File: src/rtl/hazard_detection_unit_pkg.sv
// rtl/hazard_detection_unit_pkg.sv - shared pipeline types and constants for hazard control
package hazard_detection_unit_pkg;

    localparam int REG_AW = 5;
    localparam logic [REG_AW-1:0] X0 = '0;

    typedef enum logic {
        RUN,
        LU_STALL
    } hdu_state_t;

endpackage

File: src/rtl/hazard_detection_unit_sat_counter.sv
// rtl/hazard_detection_unit_sat_counter.sv - saturating event counter with synchronous clear
module sat_counter #(
    parameter int W = 32
) (
    input  logic         clk,
    input  logic         rst,
    input  logic         inc,
    input  logic         clr,
    output logic [W-1:0] count
);

    always_ff @(posedge clk) begin
        if (rst || clr) begin
            count <= '0;
        end else if (inc && (count != {W{1'b1}})) begin
            count <= count + 1'b1;
        end
    end

endmodule

File: src/rtl/hazard_detection_unit.sv
// rtl/hazard_detection_unit.sv - load-use, memory-wait and redirect control for the 5-stage core
module hazard_detection_unit
    import hazard_detection_unit_pkg::*;
#(
    parameter int LOAD_USE_BUBBLES = 1,
    parameter int CNT_W            = 32
) (
    input  logic              clk,
    input  logic              rst,
    input  logic [REG_AW-1:0] rs1_IFID,
    input  logic [REG_AW-1:0] rs2_IFID,
    input  logic              uses_rs1_IFID,
    input  logic              uses_rs2_IFID,
    input  logic [REG_AW-1:0] rd_IDEX,
    input  logic              MemRead_IDEX,
    input  logic              branch_taken_EX,
    input  logic              mem_req_EXMEM,
    input  logic              mem_ready,
    input  logic              perf_clr,
    output logic              PCWrite,
    output logic              IFIDWrite,
    output logic              IDEX_bubble,
    output logic              IFID_flush,
    output logic              IDEX_flush,
    output logic              hold_all,
    output logic [CNT_W-1:0]  stall_cycles,
    output logic [CNT_W-1:0]  flush_count
);

    localparam logic [2:0] LU_INIT = 3'(LOAD_USE_BUBBLES - 1);

    hdu_state_t state;
    logic [2:0] bub_cnt;
    logic       mem_stall;
    logic       lu_hazard;
    logic       lu_active;
    logic       stall_inc;
    logic       flush_inc;

    assign mem_stall = mem_req_EXMEM & ~mem_ready;
    assign lu_hazard = MemRead_IDEX & (rd_IDEX != X0) &
                       ((uses_rs1_IFID & (rs1_IFID == rd_IDEX)) |
                        (uses_rs2_IFID & (rs2_IFID == rd_IDEX)));
    // While in LU_STALL the pending bubbles are committed; ID is not re-checked.
    assign lu_active = (state == LU_STALL) | ((state == RUN) & lu_hazard);
    assign stall_inc = ~rst & (mem_stall | (~branch_taken_EX & lu_active));
    assign flush_inc = ~rst & ~mem_stall & branch_taken_EX;

    always_comb begin
        PCWrite     = 1'b0;
        IFIDWrite   = 1'b0;
        IDEX_bubble = 1'b0;
        IFID_flush  = 1'b0;
        IDEX_flush  = 1'b0;
        hold_all    = 1'b0;
        if (!rst) begin
            if (mem_stall) begin
                hold_all = 1'b1;
            end else if (branch_taken_EX) begin
                IFID_flush = 1'b1;
                IDEX_flush = 1'b1;
                PCWrite    = 1'b1;
                IFIDWrite  = 1'b1;
            end else if (lu_active) begin
                IDEX_bubble = 1'b1;
            end else begin
                PCWrite   = 1'b1;
                IFIDWrite = 1'b1;
            end
        end
    end

    always_ff @(posedge clk) begin
        if (rst) begin
            state   <= RUN;
            bub_cnt <= '0;
        end else if (!mem_stall) begin
            if (branch_taken_EX) begin
                state   <= RUN;
                bub_cnt <= '0;
            end else begin
                case (state)
                    RUN: begin
                        if (lu_hazard && (LOAD_USE_BUBBLES > 1)) begin
                            state   <= LU_STALL;
                            bub_cnt <= LU_INIT;
                        end
                    end
                    LU_STALL: begin
                        if (bub_cnt == 3'd1) begin
                            state   <= RUN;
                            bub_cnt <= '0;
                        end else begin
                            bub_cnt <= bub_cnt - 3'd1;
                        end
                    end
                    default: begin
                        state   <= RUN;
                        bub_cnt <= '0;
                    end
                endcase
            end
        end
    end

    sat_counter #(.W(CNT_W)) u_stall_cnt (
        .clk   (clk),
        .rst   (rst),
        .inc   (stall_inc),
        .clr   (perf_clr),
        .count (stall_cycles)
    );

    sat_counter #(.W(CNT_W)) u_flush_cnt (
        .clk   (clk),
        .rst   (rst),
        .inc   (flush_inc),
        .clr   (perf_clr),
        .count (flush_count)
    );

endmodule

File: config.mk
export PLATFORM = sky130hd
export DESIGN_NAME = hazard_detection_unit
export DESIGN_NICKNAME = d
export VERILOG_FILES = /design/src/rtl/hazard_detection_unit_pkg.sv /design/src/rtl/hazard_detection_unit_sat_counter.sv /design/src/rtl/hazard_detection_unit.sv
export SDC_FILE = /design/constraint.sdc
export NUM_CORES = 1
export LEC_CHECK = 0
export BUFFER_PORTS_ARGS = -buffer_cell sky130_fd_sc_hd__buf_2
export CORE_ASPECT_RATIO = 1.1
export CORE_MARGIN = 10
export CORE_UTILIZATION = 57
export CTS_CLUSTER_DIAMETER = 100
export CTS_CLUSTER_SIZE = 40
export DETAILED_ROUTE_END_ITERATION = 16
export GPL_ROUTABILITY_DRIVEN = 1
export HOLD_SLACK_MARGIN = 0.15
export MAX_ROUTING_LAYER = met4
export PLACE_DENSITY = 0.95
export RECOVER_POWER = 25
export SYNTH_ARGS = -nofsm -noshare
export SYNTH_HDL_FRONTEND = slang
export SYNTH_SLANG_ARGS = --single-unit
File: constraint.sdc
create_clock -name clk -period 3.1 [get_ports clk]
set_input_delay 0.31 -clock clk [delete_from_list [all_inputs] [get_ports clk]]
set_output_delay 0.31 -clock clk [all_outputs]
set_load 0.02 [all_outputs]
==> flow_metrics.env, run 1 <==
export IMPL_status="finished, final reports clean"
export IMPL_finalInstanceArea_um2=4160
export IMPL_wl_per_cell_um=15.2
export IMPL_cts_sinks=68
export IMPL_crit_type="flop to flop"
export IMPL_path_max_fanout=35
export IMPL_rr_startpoint="u_stall_cnt.count[0]"
export IMPL_hpwl_um=6980
export IMPL_r2r_slack_ns=0.59
export IMPL_reg2reg_depth=7
export IMPL_holdWs_ns=0.273
export IMPL_start_util_pct=58.1
export IMPL_grt_max_degree=61
export IMPL_post_route_util_pct=68.0
export IMPL_placed_area_um2=4020
export IMPL_placeableCoreArea_um2=6120
export IMPL_startpoint="u_stall_cnt.count[0]"
export IMPL_hold_viol=0
export IMPL_cts_hold_buffers=0
export IMPL_required_ns=3.35
export IMPL_grt_total_usage_pct=19.4
export IMPL_path_cells="ha_1, and3_2, nand4_1, o211ai_2, buf_4, or3_1, a21oi_1"
export IMPL_syn_mean_instance_area_um2=8.09
export IMPL_ys_seq_area_share_pct=38.3
export IMPL_finalPower_mw=1.63
export IMPL_drv_cap=0
export IMPL_hold_path_startpoint="rst"
export IMPL_num_fill_cells=531
export IMPL_cts_root_buf="clkbuf_8"
export IMPL_synthFlopType="dfxtp_1"
export IMPL_drt_wl_total_um=9280
export IMPL_antenna_found_initial=0
export IMPL_clock_fmax_mhz=398
export IMPL_grt_pass1_vias=3418
export IMPL_slowest_stage="o211ai_2"
export IMPL_tns_ns=0
export IMPL_worstSetupStartpointType="flop"
export IMPL_clock_skew_ns=0.00974
export IMPL_slew_violations=0
export IMPL_cts_buffers=9
export IMPL_drc=0
export IMPL_r2r_end="u_stall_cnt.count[23]"
export IMPL_io_pins=94
export IMPL_ant_nets=0
export IMPL_finalCritPeriodShare_pct=81.0
export IMPL_diodes=0
export IMPL_port_buffer_count=93
export IMPL_vias=3543
export IMPL_area_growth_syn_to_layout_pct=17.0
export IMPL_synth_seq_cells=68
export IMPL_yosysTopAreaCell="dfxtp_1"
export IMPL_yosys_warnings=0
export IMPL_setup_violations=0
export IMPL_num_rows=30
export IMPL_rsz0062_at_grt="false"
export IMPL_fp_dieH_um=103
export IMPL_die_area_um2=9800
export IMPL_synth_edf_count=0
export IMPL_slew_headroom_pct=19.2
export IMPL_async_flop_share_pct=0
export IMPL_cp_slowest_stage_delay_ns=0.50
export IMPL_syn_area_um2=3550
export IMPL_yosysTopAreaCellShare_pct=38.3
export IMPL_tightest_slew_ns=1.21
export IMPL_clkTransAtPathRegs_ns=0.07
export IMPL_worstHoldPathType="input port to flop"
export IMPL_insertion_delay_ns=0.34
export IMPL_avgViaCountPerCell=5.82
export IMPL_yosysUniqueCellTypes=45
export IMPL_power_density_nw_per_um2=391
export IMPL_fin_cells=609
export IMPL_synth_cells=439
export IMPL_p_leak_nw=1.42
export IMPL_dp_worst_setup_slack_ns=0.549
export IMPL_critical_path_arrival_ns=2.77
export IMPL_drive_gt1_share_pct=16.6
export IMPL_fin_crit_ns=2.51
export IMPL_layout_nets=553
export IMPL_dp_cells=594
export IMPL_post_cts_buffers=0
export IMPL_drtPass1Iterations=4
export IMPL_die_w_um=95.3
export IMPL_endpoint="u_stall_cnt.count[23]"
export IMPL_ir_worst_vdd_uv=271
export IMPL_cts_tree="done"
export IMPL_synth_area_top_cells="dfxtp_1 38%, xnor2_1 6.4%, or3_1 5.1%"
export IMPL_drtIter0Drc=196
export IMPL_gp_congestion=0.976
export IMPL_cts_resized=0
export IMPL_cts_buffer_depth=2
export IMPL_cts_htree_levels=3
export IMPL_grt_overflow=0
export IMPL_setup_slack_ns=0.589
export IMPL_syn_num_nets=467
export IMPL_grt_pass1_wl_um=15300
export IMPL_critPathCaptureType="flop"
kinds of logic (layout without fill, tap and decap cells):
group,Yosys count,in the layout,share of synthesized area (%)
fa+ha+maj,4,4,1.41
xor+xnor,34,34,8.38
simple gates,211,211,32.0
mux,2,2,0.563
buf+inv,30,120,4.12
flops,68,68,38.3
compound gates,90,90,15.2
synth_stat cells (2+ instances only):
cell type / count
xnor2_1: 26
nor3_1: 13
and3_1: 6
and4_4: 3
and4_1: 12
nor4_1: 5
nand2_1: 37
nand3_1: 20
or3_1: 29
xor2_1: 8
a21oi_1: 35
or4_1: 6
buf_6: 3
o21ai_1: 14
buf_4: 2
nand4_1: 22
mux2i_1: 2
o21ai_0: 20
a31oi_1: 2
nand2b_1: 2
nor2_1: 45
inv_1: 11
buf_2: 3
ha_1: 4
a21o_1: 2
dfxtp_1: 68
o31a_1: 3
clkbuf_1: 11
and2_1: 5
o211ai_1: 2
o21a_1: 4
final cells by class:
cell class                 count  area [µm²]  area share [%]
multi-input combinational    341        2050            49.2
sequential                    68        1360            32.7
timing repair buffer          94         433            10.4
clock buffer                  11         151            3.64
tap                           80         100            2.41
inverter                      11        41.3           0.993
clock inverter                 4        25.0           0.602
metal layers:
metal  track usage [%]  wire length (µm)
met1              22.5              4010
met3              5.03               797
met2              31.4              4310
met4              7.37               159
met5                 -                 0
sequential cells by signal, summed over array words and instances (netlist names):
| name | flops |
|---|---|
| bub_cnt | 3 |
| u_stall_cnt.count | 32 |
| state | 1 |
| u_flush_cnt.count | 32 |
placed cells by master (no fill, tap or decap), types with 3 or more instances in the layout:
cell	synthesis	final
or3_1	29	29
ha_1	4	4
or4_1	6	6
a21oi_1	35	35
xnor2_1	26	26
o31a_1	3	3
and4_1	12	12
and4_4	3	3
dfxtp_1	68	68
and2_1	5	5
inv_1	11	11
o21ai_1	14	14
o21a_1	4	4
nand4_1	22	22
o21ai_0	20	20
clkbuf_8	0	11
xor2_1	8	8
clkbuf_1	11	32
buf_2	3	61
and3_1	6	6
nor2_1	45	45
nand3_1	20	20
nand2_1	37	37
nor4_1	5	5
nor3_1	13	13
worst min path at each step:
stage / endpoint / slack [ns] / cells after the start
finish: bub_cnt[2] / 0.27 / 2
global route: bub_cnt[1] / 0.30 / 2
CTS: bub_cnt[2] / 0.26 / 2
detailed placement: state / 0.49 / 2
global placement: state / 0.45 / 2
floorplan: state / 0.44 / 2
power by group:
| group | switching, mW | total, mW | internal [mW] |
|---|---|---|---|
| Combinational | 0.0598 | 0.0946 | 0.0348 |
| Clock | 0.328 | 0.654 | 0.326 |
| Sequential | 0.00238 | 0.878 | 0.876 |
| Total | 0.390 | 1.63 | 1.24 |
worst max-delay path: cells and delay by family (launching register included):
family / cells / cell delay (ns)
flip-flops: 1 / 0.36
AND/OR/NAND/NOR: 3 / 0.74
buffers and inverters: 1 / 0.38
AO/OA/AOI/OAI: 2 / 0.66
adder cells (fa/ha/maj): 1 / 0.28
Power figures use the tool's default switching activity.
==> run 2, diff against run 1 <==
--- a/config.mk
+++ b/config.mk
@@ -8,14 +8,14 @@
 export BUFFER_PORTS_ARGS = -buffer_cell sky130_fd_sc_hd__buf_2
 export CORE_ASPECT_RATIO = 1.1
 export CORE_MARGIN = 10
-export CORE_UTILIZATION = 57
+export CORE_UTILIZATION = 53
 export CTS_CLUSTER_DIAMETER = 100
 export CTS_CLUSTER_SIZE = 40
 export DETAILED_ROUTE_END_ITERATION = 16
 export GPL_ROUTABILITY_DRIVEN = 1
 export HOLD_SLACK_MARGIN = 0.15
 export MAX_ROUTING_LAYER = met4
-export PLACE_DENSITY = 0.95
+export PLACE_DENSITY = 0.92
 export RECOVER_POWER = 25
 export SYNTH_ARGS = -nofsm -noshare
 export SYNTH_HDL_FRONTEND = slang
==> constraint.sdc (replaced) <==
create_clock -name clk -period 2.4 [get_ports clk]
set_input_delay 0.24 -clock clk [delete_from_list [all_inputs] [get_ports clk]]
set_output_delay 0.24 -clock clk [all_outputs]
set_load 0.02 [all_outputs]
==> run 2 against run 1 <==
Clock skew increased by 0.0039 ns; worst hold slack got worse by 0.053 ns; die area grew 6.0%; cell count up 1.6%; non-clock buffer count is 8 higher; worst setup slack lost 0.31 ns; first-iteration DRC count shrank 10%; critical path depth fell by 2; clock power is 56% higher; sequential power grew 29%; total power increased by 40%.
==> flow_metrics.env, run 2 (synthesis results as in run 1) <==
export IMPL_path_buf_inv=0
export IMPL_wl_per_cell_um=15.7
export IMPL_io_pins=94
export IMPL_ir_worst_vdd_uv=443
export IMPL_drv_cap=0
export IMPL_layout_nets=561
export IMPL_path_cells="and4_1, and4_1, o2111ai_1, or3_1, a21oi_1"
export IMPL_hold_viol=0
export IMPL_dp_worst_setup_slack_ns=0.252
export IMPL_cpLargestDelayFamily="simple AND/OR/NAND/NOR gates"
export IMPL_finalCritPeriodShare_pct=88.2
export IMPL_cts_resized=0
export IMPL_post_cts_buffers=0
export IMPL_required_ns=2.64
export IMPL_insertion_delay_ns=0.34
export IMPL_slowest_stage="or3_1"
export IMPL_cp_slowest_stage_delay_ns=0.43
export IMPL_cpMostUsedCell="and4_1"
export IMPL_multiInputGateArea_um2=2050
export IMPL_antenna_found_initial=0
export IMPL_tns_ns=0
export IMPL_drive_gt1_share_pct=17.7
export IMPL_drtIter0Drc=176
export IMPL_grt_total_usage_pct=18.2
export IMPL_critPathCaptureType="flop"
export IMPL_hpwl_um=7360
export IMPL_cts_hold_buffers=0
export IMPL_grt_pass1_wl_um=15900
export IMPL_clkTransAtPathRegs_ns=0.07
export IMPL_cts_root_buf="clkbuf_8"
export IMPL_clock_fmax_mhz=472
export IMPL_holdWs_ns=0.220
export IMPL_status="finished, final reports clean"
export IMPL_mostFrequentLayoutCell="dfxtp_1"
export IMPL_gp_congestion=0.881
export IMPL_fin_cells=619
export IMPL_slew_violations=0
export IMPL_clock_skew_ns=0.0137
export IMPL_crit_type="flop to flop"
export IMPL_setup_violations=0
export IMPL_cts_tree="done"
export IMPL_cts_buffers=9
export IMPL_port_buffer_count=93
export IMPL_drc=0
export IMPL_worstHoldPathType="input port to flop"
export IMPL_area_growth_syn_to_layout_pct=19.8
export IMPL_p_leak_nw=1.47
export IMPL_dp_cells=604
export IMPL_tightest_slew_ns=0.640
export IMPL_slew_headroom_pct=57.3
export IMPL_grt_pass1_vias=3418
export IMPL_drt_wl_total_um=9730
export IMPL_die_area_um2=10400
export IMPL_setup_slack_ns=0.283
export IMPL_diodes=0
export IMPL_drtPass1Iterations=4
export IMPL_num_fill_cells=584
export IMPL_layout_common_cells="68 x dfxtp_1, 60 x buf_2, 45 x nor2_1"
export IMPL_ant_nets=0
export IMPL_grt_max_degree=32
export IMPL_fp_dieH_um=106
export IMPL_critical_path_arrival_ns=2.36
export IMPL_cts_htree_levels=3
export IMPL_power_density_nw_per_um2=537
export IMPL_num_rows=31
export IMPL_worstSetupStartpointType="flop"
export IMPL_cts_buffer_depth=2
export IMPL_vias=3612
export IMPL_grt_overflow=0
export IMPL_start_util_pct=54.2
export IMPL_rsz0062_at_grt="false"
export IMPL_regArea_um2=1360
export IMPL_cp_depth=5
export IMPL_cts_sinks=68
export IMPL_hold_depth=2
export IMPL_fin_crit_ns=2.12
export IMPL_avgViaCountPerCell=5.84
export IMPL_largest_registers="u_flush_cnt.count x32, u_stall_cnt.count x32, bub_cnt x3"
export IMPL_path_max_fanout=8
export IMPL_reg2reg_depth=5
export IMPL_die_w_um=98.1
export IMPL_placeableCoreArea_um2=6560
## run 2: cell type report
| type | count | share of cell area, % |
|---|---|---|
| multi-input combinational | 341 | 48.1 |
| tap | 82 | 2.41 |
| clock inverter | 6 | 2.12 |
| timing repair buffer | 102 | 11.6 |
| clock buffer | 9 | 2.91 |
| sequential | 68 | 32.0 |
| inverter | 11 | 0.970 |
## run 2: final timing paths
check	from	endpoint	slack (ns)
worst max register to register	u_flush_cnt.count[3]	u_flush_cnt.count[16]	0.28
worst max-delay path	u_flush_cnt.count[3]	u_flush_cnt.count[16]	0.28
worst min register to register	state	state	0.47
worst min-delay path	rst	bub_cnt[2]	0.22
## run 2: routing by layer
layer  share of wire [%]  global-route usage [%]
met5                   0                       -
met4                 1.4                    4.37
met3                 8.2                    5.75
met2                  47                    29.9
met1                  43                    21.2
## run 2: stage by stage
stage,total power [mW],util (%),cell area (µm²)
3_3_place_gp,1.28,62.3,4080
3_5_place_dp,1.29,62.3,4080
4_1_cts,2.30,65.6,4300
2_1_floorplan,1.24,-,3550
5_1_grt,2.37,64.9,4260
6_report,2.28,64.9,4260
## run 2: power breakdown
part / switching (mW) / internal [mW] / total [mW] / leakage, nW
registers: 0.00303 / 1.13 / 1.13 / 0.548
logic: 0.0789 / 0.0499 / 0.129 / 0.821
clock network: 0.440 / 0.581 / 1.02 / 0.105
